## config.mk

```make
export PLATFORM = sky130hd
export DESIGN_NAME = riscv_muldiv_unit_flat
export DESIGN_NICKNAME = d
export VERILOG_FILES = /design/src/rtl/riscv_muldiv_unit_pkg.sv /design/src/rtl/riscv_muldiv_unit_if.sv /design/src/rtl/riscv_muldiv_unit_step.sv /design/src/rtl/riscv_muldiv_unit.sv /design/src/flat_wrapper.sv
export SDC_FILE = /design/constraint.sdc
export NUM_CORES = 1
export LEC_CHECK = 0
export BUFFER_PORTS_ARGS = -buffer_cell sky130_fd_sc_hd__buf_4
export CORE_ASPECT_RATIO = 0.7
export CORE_MARGIN = 2
export CORE_UTILIZATION = 55
export DETAILED_ROUTE_END_ITERATION = 12
export PLACE_DENSITY = 0.71
export SLEW_MARGIN = 20
export SYNTH_ARGS = -nofsm -noshare
export SYNTH_HDL_FRONTEND = slang
export SYNTH_SLANG_ARGS = --single-unit
```

## constraint.sdc

```tcl
create_clock -name clk -period 10.4 [get_ports clk]
set_input_delay 1.04 -clock clk [delete_from_list [all_inputs] [get_ports clk]]
set_output_delay 1.04 -clock clk [all_outputs]
set_load 0.02 [all_outputs]
```

## src/rtl/riscv_muldiv_unit_pkg.sv

```systemverilog
// Shared RV32M definitions: funct3/funct7 decode constants, FSM states and
// operand-signedness helpers used by the multiply/divide unit.
package riscv_muldiv_unit_pkg;

    localparam logic [2:0] FUNCT3_MUL    = 3'b000;
    localparam logic [2:0] FUNCT3_MULH   = 3'b001;
    localparam logic [2:0] FUNCT3_MULHSU = 3'b010;
    localparam logic [2:0] FUNCT3_MULHU  = 3'b011;
    localparam logic [2:0] FUNCT3_DIV    = 3'b100;
    localparam logic [2:0] FUNCT3_DIVU   = 3'b101;
    localparam logic [2:0] FUNCT3_REM    = 3'b110;
    localparam logic [2:0] FUNCT3_REMU   = 3'b111;

    // R-type funct7 that steers an ALU op to the multiply/divide unit.
    localparam logic [6:0] FUNCT7_MULDIV = 7'b0000001;

    typedef enum logic [1:0] {
        ST_IDLE = 2'd0,
        ST_CALC = 2'd1,
        ST_FIX  = 2'd2,
        ST_DONE = 2'd3
    } state_t;

    // rs1 is treated as signed for MULH, MULHSU, DIV and REM.
    function automatic logic signed_a(input logic [2:0] f);
        return (f == FUNCT3_MULH) || (f == FUNCT3_MULHSU) ||
               (f == FUNCT3_DIV)  || (f == FUNCT3_REM);
    endfunction

    // rs2 is treated as signed for MULH, DIV and REM.
    function automatic logic signed_b(input logic [2:0] f);
        return (f == FUNCT3_MULH) || (f == FUNCT3_DIV) || (f == FUNCT3_REM);
    endfunction

endpackage

```

## src/rtl/riscv_muldiv_unit_if.sv

```systemverilog
// Request/response bundle between the datapath control and the muldiv unit.
interface riscv_muldiv_unit_if #(
    parameter int XLEN = 32
);
    logic            start_i;
    logic [2:0]      funct3_i;
    logic [XLEN-1:0] op_a_i;
    logic [XLEN-1:0] op_b_i;
    logic            kill_i;
    logic            busy_o;
    logic            done_o;
    logic [XLEN-1:0] result_o;

    modport master (
        output start_i, funct3_i, op_a_i, op_b_i, kill_i,
        input  busy_o, done_o, result_o
    );

    modport slave (
        input  start_i, funct3_i, op_a_i, op_b_i, kill_i,
        output busy_o, done_o, result_o
    );
endinterface

```

## src/rtl/riscv_muldiv_unit_step.sv

```systemverilog
// One radix-2 iteration on the shared 2*XLEN accumulator.
// Multiply: acc = {partial_hi, multiplier_remaining}, shift-add to the right.
// Divide:   acc = {remainder, dividend/quotient}, restoring shift-subtract to the left.
module riscv_muldiv_unit_step #(
    parameter int XLEN = 32
) (
    input  logic              is_div_i,
    input  logic [2*XLEN-1:0] acc_i,
    input  logic [XLEN-1:0]   operand_i,
    output logic [2*XLEN-1:0] acc_o
);
    logic [XLEN-1:0] hi;
    logic [XLEN-1:0] lo;
    logic [XLEN:0]   sum;
    logic [XLEN:0]   rem_sh;
    logic [XLEN-1:0] diff;

    assign hi = acc_i[2*XLEN-1:XLEN];
    assign lo = acc_i[XLEN-1:0];

    // Select between a shift-add and a trial-subtract step.
    always_comb begin
        // NOTE: every output and temporary gets a default first so no path infers a latch.
        acc_o  = acc_i;
        sum    = '0;
        rem_sh = '0;
        diff   = '0;
        if (is_div_i) begin
            rem_sh = {hi, lo[XLEN-1]};
            // The true difference is below the divisor, so XLEN bits suffice.
            diff   = rem_sh[XLEN-1:0] - operand_i;
            if (rem_sh >= {1'b0, operand_i}) begin
                acc_o = {diff, lo[XLEN-2:0], 1'b1};
            end else begin
                acc_o = {rem_sh[XLEN-1:0], lo[XLEN-2:0], 1'b0};
            end
        end else begin
            sum   = {1'b0, hi} + (lo[0] ? {1'b0, operand_i} : '0);
            acc_o = {sum, lo[XLEN-1:1]};
        end
    end
endmodule

```

## src/rtl/riscv_muldiv_unit.sv

```systemverilog
// Iterative RV32M multiply/divide unit: magnitudes are processed for XLEN
// cycles, then a single fix-up cycle restores signs and selects the result.
module riscv_muldiv_unit
    import riscv_muldiv_unit_pkg::*;
#(
    parameter int XLEN = 32
) (
    input  logic             clk,
    input  logic             reset,
    riscv_muldiv_unit_if.slave bus
);
    localparam int CNT_W = $clog2(XLEN);
    localparam logic [XLEN-1:0] MIN_NEG = {1'b1, {(XLEN-1){1'b0}}};

    state_t              state_q;
    logic [CNT_W-1:0]    cnt_q;
    logic [2*XLEN-1:0]   acc_q;
    logic [2*XLEN-1:0]   acc_step;
    logic [XLEN-1:0]     operand_q;
    logic [2:0]          funct3_q;
    logic                neg_res_q;
    logic                neg_rem_q;
    logic                busy_q;
    logic                done_q;
    logic [XLEN-1:0]     result_q;

    logic                sign_a;
    logic                sign_b;
    logic                in_is_div;
    logic                div_zero;
    logic                div_ovf;
    logic [XLEN-1:0]     mag_a;
    logic [XLEN-1:0]     mag_b;

    logic [2*XLEN-1:0]   prod;
    logic [XLEN-1:0]     quo;
    logic [XLEN-1:0]     rem;
    logic [XLEN-1:0]     fix_result;

    riscv_muldiv_unit_step #(.XLEN(XLEN)) u_step (
        .is_div_i  (funct3_q[2]),
        .acc_i     (acc_q),
        .operand_i (operand_q),
        .acc_o     (acc_step)
    );

    // Decode the incoming request into operand signs, magnitudes and special cases.
    always_comb begin
        in_is_div = bus.funct3_i[2];
        sign_a    = signed_a(bus.funct3_i) & bus.op_a_i[XLEN-1];
        sign_b    = signed_b(bus.funct3_i) & bus.op_b_i[XLEN-1];
        mag_a     = sign_a ? -bus.op_a_i : bus.op_a_i;
        mag_b     = sign_b ? -bus.op_b_i : bus.op_b_i;
        div_zero  = in_is_div && (bus.op_b_i == '0);
        div_ovf   = ((bus.funct3_i == FUNCT3_DIV) || (bus.funct3_i == FUNCT3_REM)) &&
                    (bus.op_a_i == MIN_NEG) && (bus.op_b_i == '1);
    end

    // Sign correction and result selection applied in the fix-up cycle.
    always_comb begin
        prod       = neg_res_q ? -acc_q : acc_q;
        quo        = neg_res_q ? -acc_q[XLEN-1:0] : acc_q[XLEN-1:0];
        rem        = neg_rem_q ? -acc_q[2*XLEN-1:XLEN] : acc_q[2*XLEN-1:XLEN];
        fix_result = '0;
        case (funct3_q)
            FUNCT3_MUL:    fix_result = prod[XLEN-1:0];
            FUNCT3_MULH:   fix_result = prod[2*XLEN-1:XLEN];
            FUNCT3_MULHSU: fix_result = prod[2*XLEN-1:XLEN];
            FUNCT3_MULHU:  fix_result = prod[2*XLEN-1:XLEN];
            FUNCT3_DIV:    fix_result = quo;
            FUNCT3_DIVU:   fix_result = quo;
            FUNCT3_REM:    fix_result = rem;
            FUNCT3_REMU:   fix_result = rem;
        endcase
    end

    // Control FSM with registered busy/done/result; reset outranks kill and start.
    always_ff @(posedge clk) begin
        // NOTE: state registers use non-blocking assignments so every read sees the pre-edge value.
        if (reset) begin
            state_q   <= ST_IDLE;
            cnt_q     <= '0;
            acc_q     <= '0;
            operand_q <= '0;
            funct3_q  <= FUNCT3_MUL;
            neg_res_q <= 1'b0;
            neg_rem_q <= 1'b0;
            busy_q    <= 1'b0;
            done_q    <= 1'b0;
            result_q  <= '0;
        end else begin
            done_q <= 1'b0;
            case (state_q)
                ST_IDLE: begin
                    if (bus.start_i && !bus.kill_i) begin
                        funct3_q <= bus.funct3_i;
                        cnt_q    <= '0;
                        busy_q   <= 1'b1;
                        if (div_zero) begin
                            // Quotient all-ones, remainder is the dividend.
                            acc_q     <= {bus.op_a_i, {XLEN{1'b1}}};
                            neg_res_q <= 1'b0;
                            neg_rem_q <= 1'b0;
                            state_q   <= ST_FIX;
                        end else if (div_ovf) begin
                            // Quotient is the dividend, remainder zero.
                            acc_q     <= {{XLEN{1'b0}}, bus.op_a_i};
                            neg_res_q <= 1'b0;
                            neg_rem_q <= 1'b0;
                            state_q   <= ST_FIX;
                        end else begin
                            acc_q     <= {{XLEN{1'b0}}, in_is_div ? mag_a : mag_b};
                            operand_q <= in_is_div ? mag_b : mag_a;
                            neg_res_q <= sign_a ^ sign_b;
                            neg_rem_q <= sign_a;
                            state_q   <= ST_CALC;
                        end
                    end
                end
                ST_CALC: begin
                    if (bus.kill_i) begin
                        busy_q  <= 1'b0;
                        state_q <= ST_IDLE;
                    end else begin
                        acc_q <= acc_step;
                        if (cnt_q == CNT_W'(XLEN-1)) begin
                            state_q <= ST_FIX;
                        end else begin
                            cnt_q <= cnt_q + 1'b1;
                        end
                    end
                end
                ST_FIX: begin
                    busy_q <= 1'b0;
                    if (bus.kill_i) begin
                        state_q <= ST_IDLE;
                    end else begin
                        result_q <= fix_result;
                        done_q   <= 1'b1;
                        state_q  <= ST_DONE;
                    end
                end
                ST_DONE: begin
                    state_q <= ST_IDLE;
                end
            endcase
        end
    end

    assign bus.busy_o   = busy_q;
    assign bus.done_o   = done_q;
    assign bus.result_o = result_q;
endmodule

```

## src/flat_wrapper.sv

```systemverilog
// flat-port wrapper written by rule: the top's interface ports become plain ports
module riscv_muldiv_unit_flat import riscv_muldiv_unit_pkg::*;
#(
    parameter int XLEN = 32
)
  (clk, reset, bus_start_i, bus_funct3_i, bus_op_a_i, bus_op_b_i, bus_kill_i, bus_busy_o, bus_done_o, bus_result_o);
  riscv_muldiv_unit_if #(.XLEN(XLEN)) bus_i ();
  input  logic clk;
  input  logic reset;
  input wire logic [$bits(bus_i.start_i)-1:0] bus_start_i;
  input wire logic [$bits(bus_i.funct3_i)-1:0] bus_funct3_i;
  input wire logic [$bits(bus_i.op_a_i)-1:0] bus_op_a_i;
  input wire logic [$bits(bus_i.op_b_i)-1:0] bus_op_b_i;
  input wire logic [$bits(bus_i.kill_i)-1:0] bus_kill_i;
  output wire logic [$bits(bus_i.busy_o)-1:0] bus_busy_o;
  output wire logic [$bits(bus_i.done_o)-1:0] bus_done_o;
  output wire logic [$bits(bus_i.result_o)-1:0] bus_result_o;
  assign bus_i.start_i = bus_start_i;
  assign bus_i.funct3_i = bus_funct3_i;
  assign bus_i.op_a_i = bus_op_a_i;
  assign bus_i.op_b_i = bus_op_b_i;
  assign bus_i.kill_i = bus_kill_i;
  assign bus_busy_o = bus_i.busy_o;
  assign bus_done_o = bus_i.done_o;
  assign bus_result_o = bus_i.result_o;
  riscv_muldiv_unit #(.XLEN(XLEN)) u_core (.clk(clk), .reset(reset), .bus(bus_i));
endmodule
```

Word level (Yosys, flattened, before mapping)
Cells that the tools add are included.
Widths: inputs -> output; s select.
{ "classes": {"magnitude_cmp": 1, "n_mul": 0, "muxes": 35, "n_shift": 0, "div": 0, "n_bitwise": 7, "eq_ne": 22, "n_reduce_logical": 27, "add_sub_neg": 8} }
{ "op_table": {"columns": ["op", "n"], "rows": [
  ["$mux 64", 6],
  ["$mux 32", 8],
  ["$neg 32->32", 4],
  ["$pmux 32 s4", 1],
  ["$pmux 64 s2", 1],
  ["$eq 32x32->1 const B", 2],
  ["$neg 64->64", 1],
  ["$add 32x32->33", 1],
  ["$ge 33x32->1", 1],
  ["$logic_not 32->1", 1],
  ["$sub 32x32->32", 1],
  ["$eq 3x3->1 const B", 6],
  ["$mux 5", 3],
  ["$mux 2", 6],
  ["$pmux 5 s2", 1],
  ["$eq 3x2->1 const B", 3],
  ["$pmux 2 s4", 1],
  ["$reduce_and 4->1", 2],
  ["$mux 1", 7],
  ["$eq 3x1->1 const B", 2],
  ["$logic_or 1x1->1", 6],
  ["$ne 2x2->1 const B", 3],
  ["$reduce_and 2->1", 3],
  ["$reduce_and 3->1", 2],
  ["other kinds (18)", 28]
]} }
{ "totals": {"regBits": 142, "out_inout_bits": 34, "elab_cells": 110, "input_bits": 71, "ramBits": 0, "latchBits": 0, "mem_bits_ro": 0, "n_memories": 0} }

Logic depth before layout (Yosys ltp)
Gate-level depths: netlist of run 1.
{ "depth": {"depth_word": 11, "mapped_depth": 16, "depth_no_buf": 14} }

Hierarchy
From an unflattened synthesis of run 1, not the netlist that was laid out.
{ "hier_totals": {"cells_unflattened": 2188, "area_unflattened_um2": 15875.2} }
{ "by_module_without_submodules": {"columns": ["mod", "area_per_inst_um2", "seq_area_each_um2", "n_inst", "cells_per_inst"], "rows": [
  ["riscv_muldiv_unit", 11177.0, 2842.7, 1, 1517],
  ["riscv_muldiv_unit_step", 4698.3, 0.0, 1, 671]
]} }

Worst setup path after synthesis of run 1
Ideal clock, no wire load.
{ "synth_timing": {"path_type": "input to register", "start": "in bus_op_b_i[2]", "end": "reg u_core.acc_q[63]", "slack_ns": 6.755, "n_path_buf": 0, "setup_ns": 0.059, "t_arrival_ns": 3.586, "cell_stages": 10, "path_cell_list": "or4_4 -> nor4b_4 -> and3_2 -> nand2_2 -> nor4_4 -> a21oi_1 -> or3_1 -> or3b_1 -> o22a_1 -> nand2_1"} }
{ "synth_via": {"elab_chain_cells": 5} }
{ "synth_rtl": {"columns": ["element", "line", "rtl"], "rows": [
  ["from (decl)", "flat_wrapper.sv:13", "input wire logic [$bits(bus_i.op_b_i)-1:0] bus_op_b_i;"],
  ["$logic_not 32->1", "riscv_muldiv_unit.sv:54", "div_zero = in_is_div && (bus.op_b_i == '0);"],
  ["$logic_and 1x1->1", "riscv_muldiv_unit.sv:54", null],
  ["$mux 64", "riscv_muldiv_unit.sv:99", "if (div_zero) begin"],
  ["$mux 64", "riscv_muldiv_unit.sv:95", "if (bus.start_i && !bus.kill_i) begin"],
  ["$pmux 64 s2", "riscv_muldiv_unit.sv:93", "case (state_q)"],
  ["to (signal assigned)", "riscv_muldiv_unit.sv:101", "acc_q <= {bus.op_a_i, {XLEN{1'b1}}};"],
  ["to (signal assigned)", "riscv_muldiv_unit.sv:107", "acc_q <= {{XLEN{1'b0}}, bus.op_a_i};"],
  ["to (signal assigned)", "riscv_muldiv_unit.sv:112", "acc_q <= {{XLEN{1'b0}}, in_is_div ? mag_a : mag_b};"],
  ["to (decl)", "riscv_muldiv_unit.sv:17", "logic [2*XLEN-1:0] acc_q;"]
]} }
No other way between the ends. The select of a mux whose other input is x is not followed.
A chain may end at the register's enable or synchronous reset.

Worst setup path in the final report of run 1
{ "layout_timing": {"start": "reg u_core.acc_q[0]", "end": "reg u_core.acc_q[60]"} }
{ "layout_via": {"elab_chain_cells": 5} }
{ "layout_rtl": {"columns": ["element", "line", "rtl"], "rows": [
  ["$mux 32", "riscv_muldiv_unit_step.sv:38", "sum = {1'b0, hi} + (lo[0] ? {1'b0, operand_i} : '0);"],
  ["$add 32x32->33", "riscv_muldiv_unit_step.sv:38", null],
  ["$mux 64", "riscv_muldiv_unit_step.sv:28", "if (is_div_i) begin"],
  ["$mux 64", "riscv_muldiv_unit.sv:121", "if (bus.kill_i) begin"],
  ["$pmux 64 s2", "riscv_muldiv_unit.sv:93", null]
]} }
No other way between the ends. The select of a mux whose other input is x is not followed.

==> results.cfg, run 1 <==
[synth]
synth_top_area_share_pct = 19.3
post_synth.cell_area_avg_um2 = 6.89
yosysMostFrequentCell = nor2_1
synthTopCellsByArea = dfxtp_1 (19%), a21oi_1 (8.5%), nor2_1 (7.0%)
yosysSeqAreaShare_pct = 19.3
syn_inst = 2138
synth_area_um2 = 14700
yosys-top-cells-count = nor2_1 (275), a21oi_1 (251), nand2_1 (225)
yosysUniqueCellTypes = 77
async_flop_share_pct = 0
synth-seq-cells = 142
synthesis.nets = 2287
yosysWarnings = 0
yosys.area.top_type = dfxtp_1
synth-main-ff-cell = dfxtp_1
synth_edf_count = 0

[worst_setup_path]
cp_max_fo = 32
worstSetupPathType = flip-flop to flip-flop
worstPathRequired_ns = 10.72
reg2reg_slack_ns = 5.99
critPathLaunchType = flip-flop
arrival_ns = 4.73
crit_path_end_kind = flip-flop

[detailed_routing]
drc = 0
ant_nets = 0
num_vias = 16800
wl_per_cell_um = 24.2
drt_wl_total_um = 60500
drt-initial-drc-count = 2603
drt-vias-per-instance = 6.71
drtPass1Iterations = 6

[placement]
finalWeightedCongestion = 1.03
dp_slack_ns = 5.84
hpwl_um = 45200
port_buffers = 104
place_area_um2 = 15600
dp.cells = 2469

[clock_network]
clock_latency_ns = 0.46
cts_tree = done
root_buffer = clkbuf_16
htreeDepth = 4
clockBufferDepth = 2
cts_sinks = 142
cts_hold_buf = 0
postCtsResizedCells = 0
postCtsSetupRepairBufs = 0
clk_pin_slew_ns = 0.07
cts_buffers = 17

[sta]
setup_violations = 0
setup_tns_ns = 0
fmax_ghz = 0.227
rsz0062_at_grt = no
maxSlewViolCount = 0
period_needed_ns = 4.41
hold_viol = 0
slew_headroom_pct = 30.6
fin_hold_ws_ns = 0.456
fin_worst_skew_ns = 0.0107
setup_slack_ns = 5.99
period_share_pct = 42.4
worstMarginPinSlew_ns = 1.03

[run]
cap_violations = 0

[cells_and_area]
instances_no_fill = 2501
fin_area_um2 = 16200
drive_gt1_share_pct = 9.03
fin_nets = 2273
diodes = 0
n_fill_cell = 2579
fin_util_pct = 61.1
area_delta_synth_final_pct = 9.93

[pwr]
ir_drop_v = 0.000136
finalPower_mw = 3.95
cellLeakagePower_nw = 6.30
seqPwrFrac_pct = 22.1
clkPwrFrac_pct = 16.9
switching_share_pct = 53.4
power_density_nw_per_um2 = 244
switching_power_mw = 2.11
comb_power_share_pct = 61.0
p_int_mw = 1.84

[die]
coreArea_um2 = 26500
io_pins = 105
dieArea_um2 = 28100
rows = 50
initial_core_util_pct = 55.6
die_x_um = 200
die_h_um = 141

[global_routing]
grt_pass1_wl_um = 89900
grt_overflow_total = 0
antenna_found_initial = 3
grt_max_degree = 84
grt.total_usage_pct = 42.4
grt_pass1_vias = 14600

[outcome]
outcome = complete, no violations

[hold_path]
hp-class = flip-flop to flip-flop
power groups by stage:
stage | clock (mW) | sequential (mW) | combinational, mW
2_1_floorplan | 0 | 0.767 | 1.65
3_3_place_gp | 0 | 0.863 | 2.27
3_5_place_dp | 0 | 0.869 | 2.29
4_1_cts | 0.668 | 0.857 | 2.31
5_1_grt | 0.690 | 0.878 | 2.59
6_report | 0.667 | 0.875 | 2.41
registers in the layout (all words and copies together), names as in the netlist:
signal and flops:
u_core.acc_q 64, u_core.bus.busy_o 1, u_core.bus.done_o 1, u_core.bus.result_o 32
u_core.cnt_q 5, u_core.funct3_q 3, u_core.neg_rem_q 1, u_core.neg_res_q 1
u_core.operand_q 32, u_core.state_q 2
per-layer routing:
| layer | GRT usage (%) | vias up | part of all wire, % |
|---|---|---|---|
| met2 | 54.8 | 1118 | 38 |
| met4 | 14.2 | 2 | 3.4 |
| met3 | 15.5 | 134 | 15 |
| li1 | - | 7747 | - |
| met5 | 0 | - | 0.020 |
| met1 | 63.2 | 7780 | 44 |
path summary, 6_finish.rpt:
kind                        startpoint                   end  depth (start not counted)
setup / recovery       u_core.acc_q[0]      u_core.acc_q[60]                         13
hold / removal    u_core.operand_q[23]  u_core.operand_q[23]                          2
setup reg to reg       u_core.acc_q[0]      u_core.acc_q[60]                         13
hold reg to reg   u_core.operand_q[23]  u_core.operand_q[23]                          2
logic make-up (layout without fill, tap and decap cells):
group,Yosys count,count (layout),synth area share [%]
AO/OA/AOI/OAI,689,689,29.5
XOR/XNOR,166,166,9.87
adder cells (fa/ha/maj),78,78,6.72
buffers and inverters,235,234,6.03
flip-flops,142,142,19.3
multiplexers,66,66,4.50
AND/OR/NAND/NOR,762,762,24.1
cell usage in the layout (no fill, tap or decap), types with 14 or more instances in the layout:
master	n
nor2_1	273
a21oi_1	251
nand2_1	225
dfxtp_1	141
o21ai_0	137
buf_4	126
xnor2_1	86
xor2_1	80
inv_1	75
ha_1	75
nor3_1	74
mux2i_1	64
nand3_1	33
a221oi_1	32
a211oi_1	31
o31ai_1	31
a21o_1	26
nand4_1	25
o211ai_1	22
or3_1	20
o221ai_1	19
clkbuf_16	17
or4_1	16
a31oi_1	14
critical path, stage by stage, from the launching register on:
cell	delay, ns
dfxtp_1	0.47
inv_1	0.11
buf_4	0.38
nor2_1	0.09
ha_1	0.37
nand2_1	0.11
o21ai_0	0.46
a21oi_1	0.18
o41ai_1	0.82
o21ai_0	0.33
a21oi_1	0.25
or3_1	0.13
nand3_1	0.07
a2111oi_0	0.48
final cells by class:
type / count / area, um^2 / share of cell area, %
multi-input combinational: 1761 / 11000 / 68.2
inverter: 76 / 285 / 1.76
clock buffer: 18 / 429 / 2.65
sequential: 142 / 2850 / 17.6
clock inverter: 14 / 191 / 1.18
tap: 364 / 455 / 2.81
timing repair buffer: 126 / 946 / 5.84
(Power assumes the default switching activity.)
==> run 2: changes to the inputs <==
--- a/config.mk
+++ b/config.mk
@@ -10,7 +10,7 @@
 export CORE_MARGIN = 2
 export CORE_UTILIZATION = 55
 export DETAILED_ROUTE_END_ITERATION = 12
-export PLACE_DENSITY = 0.71
+export PLACE_DENSITY = 0.74
 export SLEW_MARGIN = 20
 export SYNTH_ARGS = -nofsm -noshare
 export SYNTH_HDL_FRONTEND = slang
==> constraint.sdc (replaced) <==
create_clock -name clk -period 3.66 [get_ports clk]
set_input_delay 0.366 -clock clk [delete_from_list [all_inputs] [get_ports clk]]
set_output_delay 0.366 -clock clk [all_outputs]
set_load 0.02 [all_outputs]
==> results.cfg, run 2 (synthesized netlist as in run 1, its figures left out) <==
[cells_and_area]
largest_register_ffs = 64
fin_nets = 2363
drive_gt1_share_pct = 13.3
diodes = 0
fin_area_um2 = 17000
final_cell_mix = nor2_1 (272), a21oi_1 (250), nand2_1 (225)
layout_commonest_cell = nor2_1
instances_no_fill = 2591
largest-register = u_core.acc_q
area_delta_synth_final_pct = 15.2

[placement]
hpwl_um = 48600
place_area_um2 = 16300
dp.cells = 2559
dp_slack_ns = 0.0410
finalWeightedCongestion = 1.05
port_buffers = 104

[pwr]
seqPwrFrac_pct = 19.2
ir_drop_v = 0.000423
comb_power_share_pct = 65.2
p_int_mw = 5.49
clkPwrFrac_pct = 15.6
power_density_nw_per_um2 = 682
switching_power_mw = 6.09
cellLeakagePower_nw = 6.77
switching_share_pct = 52.6

[worst_setup_path]
arrival_ns = 3.88
crit_top_cell = buf_4
path_buf_inv = 4
cpLargestDelayFamily = compound AO/OA/AOI/OAI gates
reg2reg_depth = 15
worstSetupPathType = flip-flop to flip-flop
crit_path_end_kind = flip-flop
crit_slowest_cell = a221o_1
rr_startpoint = u_core.acc_q[0]
rr_endpoint = u_core.acc_q[57]
path_cells = inv_1 > buf_4 > buf_4 > buf_6 > nor2_1 > ha_1 > a21o_1 > a31o_2 > a221o_1 > a31oi_4 > o21bai_1 > xnor2_1 > o2111ai_1 > a21oi_1 > a2111oi_1
cp_max_fo = 17
worstPathRequired_ns = 3.98
critPathMaxStageDelay_ns = 0.40
critPathLaunchType = flip-flop
reg2reg_slack_ns = 0.10

[sta]
fin_hold_ws_ns = 0.196
setup_violations = 0
setup_slack_ns = 0.103
fin_worst_skew_ns = 0.0189
maxSlewViolCount = 0
period_share_pct = 97.2
period_needed_ns = 3.56
rsz0062_at_grt = yes
slew_headroom_pct = 27.4
worstMarginPinSlew_ns = 1.08
setup_tns_ns = 0
fmax_ghz = 0.281
hold_viol = 0

[clock_network]
cts_buffers = 17
clock_latency_ns = 0.46
root_buffer = clkbuf_16
htreeDepth = 4
cts_hold_buf = 0
clk_pin_slew_ns = 0.07
clockBufferDepth = 2
cts_tree = done
postCtsSetupRepairBufs = 0
cts_sinks = 142

[detailed_routing]
num_vias = 17200
ant_nets = 0
drtPass1Iterations = 7
drt_wl_total_um = 62900
drt-vias-per-instance = 6.65
drc = 0
drt-initial-drc-count = 2377
wl_per_cell_um = 24.3

[hold_path]
whs_path_depth = 3
worstHoldStart = bus_funct3_i[1]
hp-class = input port to flip-flop
whs_endpoint = u_core.funct3_q[1]

[die]
coreArea_um2 = 26500
dieArea_um2 = 28100
io_pins = 105
initial_core_util_pct = 55.6
die_x_um = 200
die_h_um = 141
rows = 50

[outcome]
outcome = complete, no violations

[global_routing]
grt_max_degree = 74
grt_pass1_vias = 15500
grt_overflow_total = 0
grt.total_usage_pct = 44.3
grt_pass1_wl_um = 94100
antenna_found_initial = 1

[run]
cap_violations = 0
## run 2: changes by cell type in the layout (fill, tap and decap cells not counted), moves of 3 or more
cell / delta
a2111oi_0: -5
a2111oi_1: +4
buf_12: +3
buf_4: +86
## run 2: how the worst max path moves through the flow
| stage | startpoint | end | slack, ns | cells after the start |
|---|---|---|---|---|
| after detailed placement | u_core.acc_q[0] | u_core.acc_q[57] | 0.04 | 15 |
| after CTS | u_core.acc_q[0] | u_core.acc_q[57] | 0.01 | 15 |
| final | u_core.acc_q[0] | u_core.acc_q[57] | 0.10 | 15 |
| after global placement | u_core.acc_q[0] | u_core.acc_q[51] | 0.10 | 14 |
| after global routing | u_core.acc_q[31] | u_core.acc_q[60] | -0.07 | 15 |
| after floorplan | u_core.acc_q[31] | u_core.acc_q[60] | 0.15 | 15 |
## run 2: metal layers
layer	global-route usage, %	vias up	part of all wire [%]
li1	-	7918	-
met1	64.8	8058	43
met2	57.6	1121	38
met3	17.2	137	15
met4	16.0	2	4.0
met5	0	-	0.018
## run 2: power groups by stage
stage,Combinational (mW),Sequential [mW],Clock (mW)
6_report,7.55,2.22,1.80
5_1_grt,8.07,2.25,1.86
4_1_cts,7.17,2.20,1.81
3_5_place_dp,7.11,2.24,0
3_3_place_gp,7.09,2.22,0
2_1_floorplan,4.70,2.18,0
## run 2: layout make-up
type / instances / area (um^2)
fillers: 2479 / 9540
clock buffers: 17 / 425
flip-flops and latches: 142 / 2850
well taps: 364 / 455
inverters: 76 / 285
repair buffers: 216 / 1660
multi-input cells: 1761 / 11100
clock inverters: 15 / 171
## run 2: tightest hold or removal path: stages
cell	delay, ns
buf_4	0.11
mux2i_1	0.06
nor2_1	0.07
## run 2: metrics by stage
step	power, mW	util (%)
finish	11.6	64.0
CTS	11.2	63.7
floorplan	6.88	-
global route	12.2	64.0
global placement	9.31	61.4
detailed placement	9.35	61.4
## run 2: timing repair
action                                  CTS  global route
resized for setup                         0            22
endpoints found under the hold margin     0             0
endpoints found under the setup margin    0            15
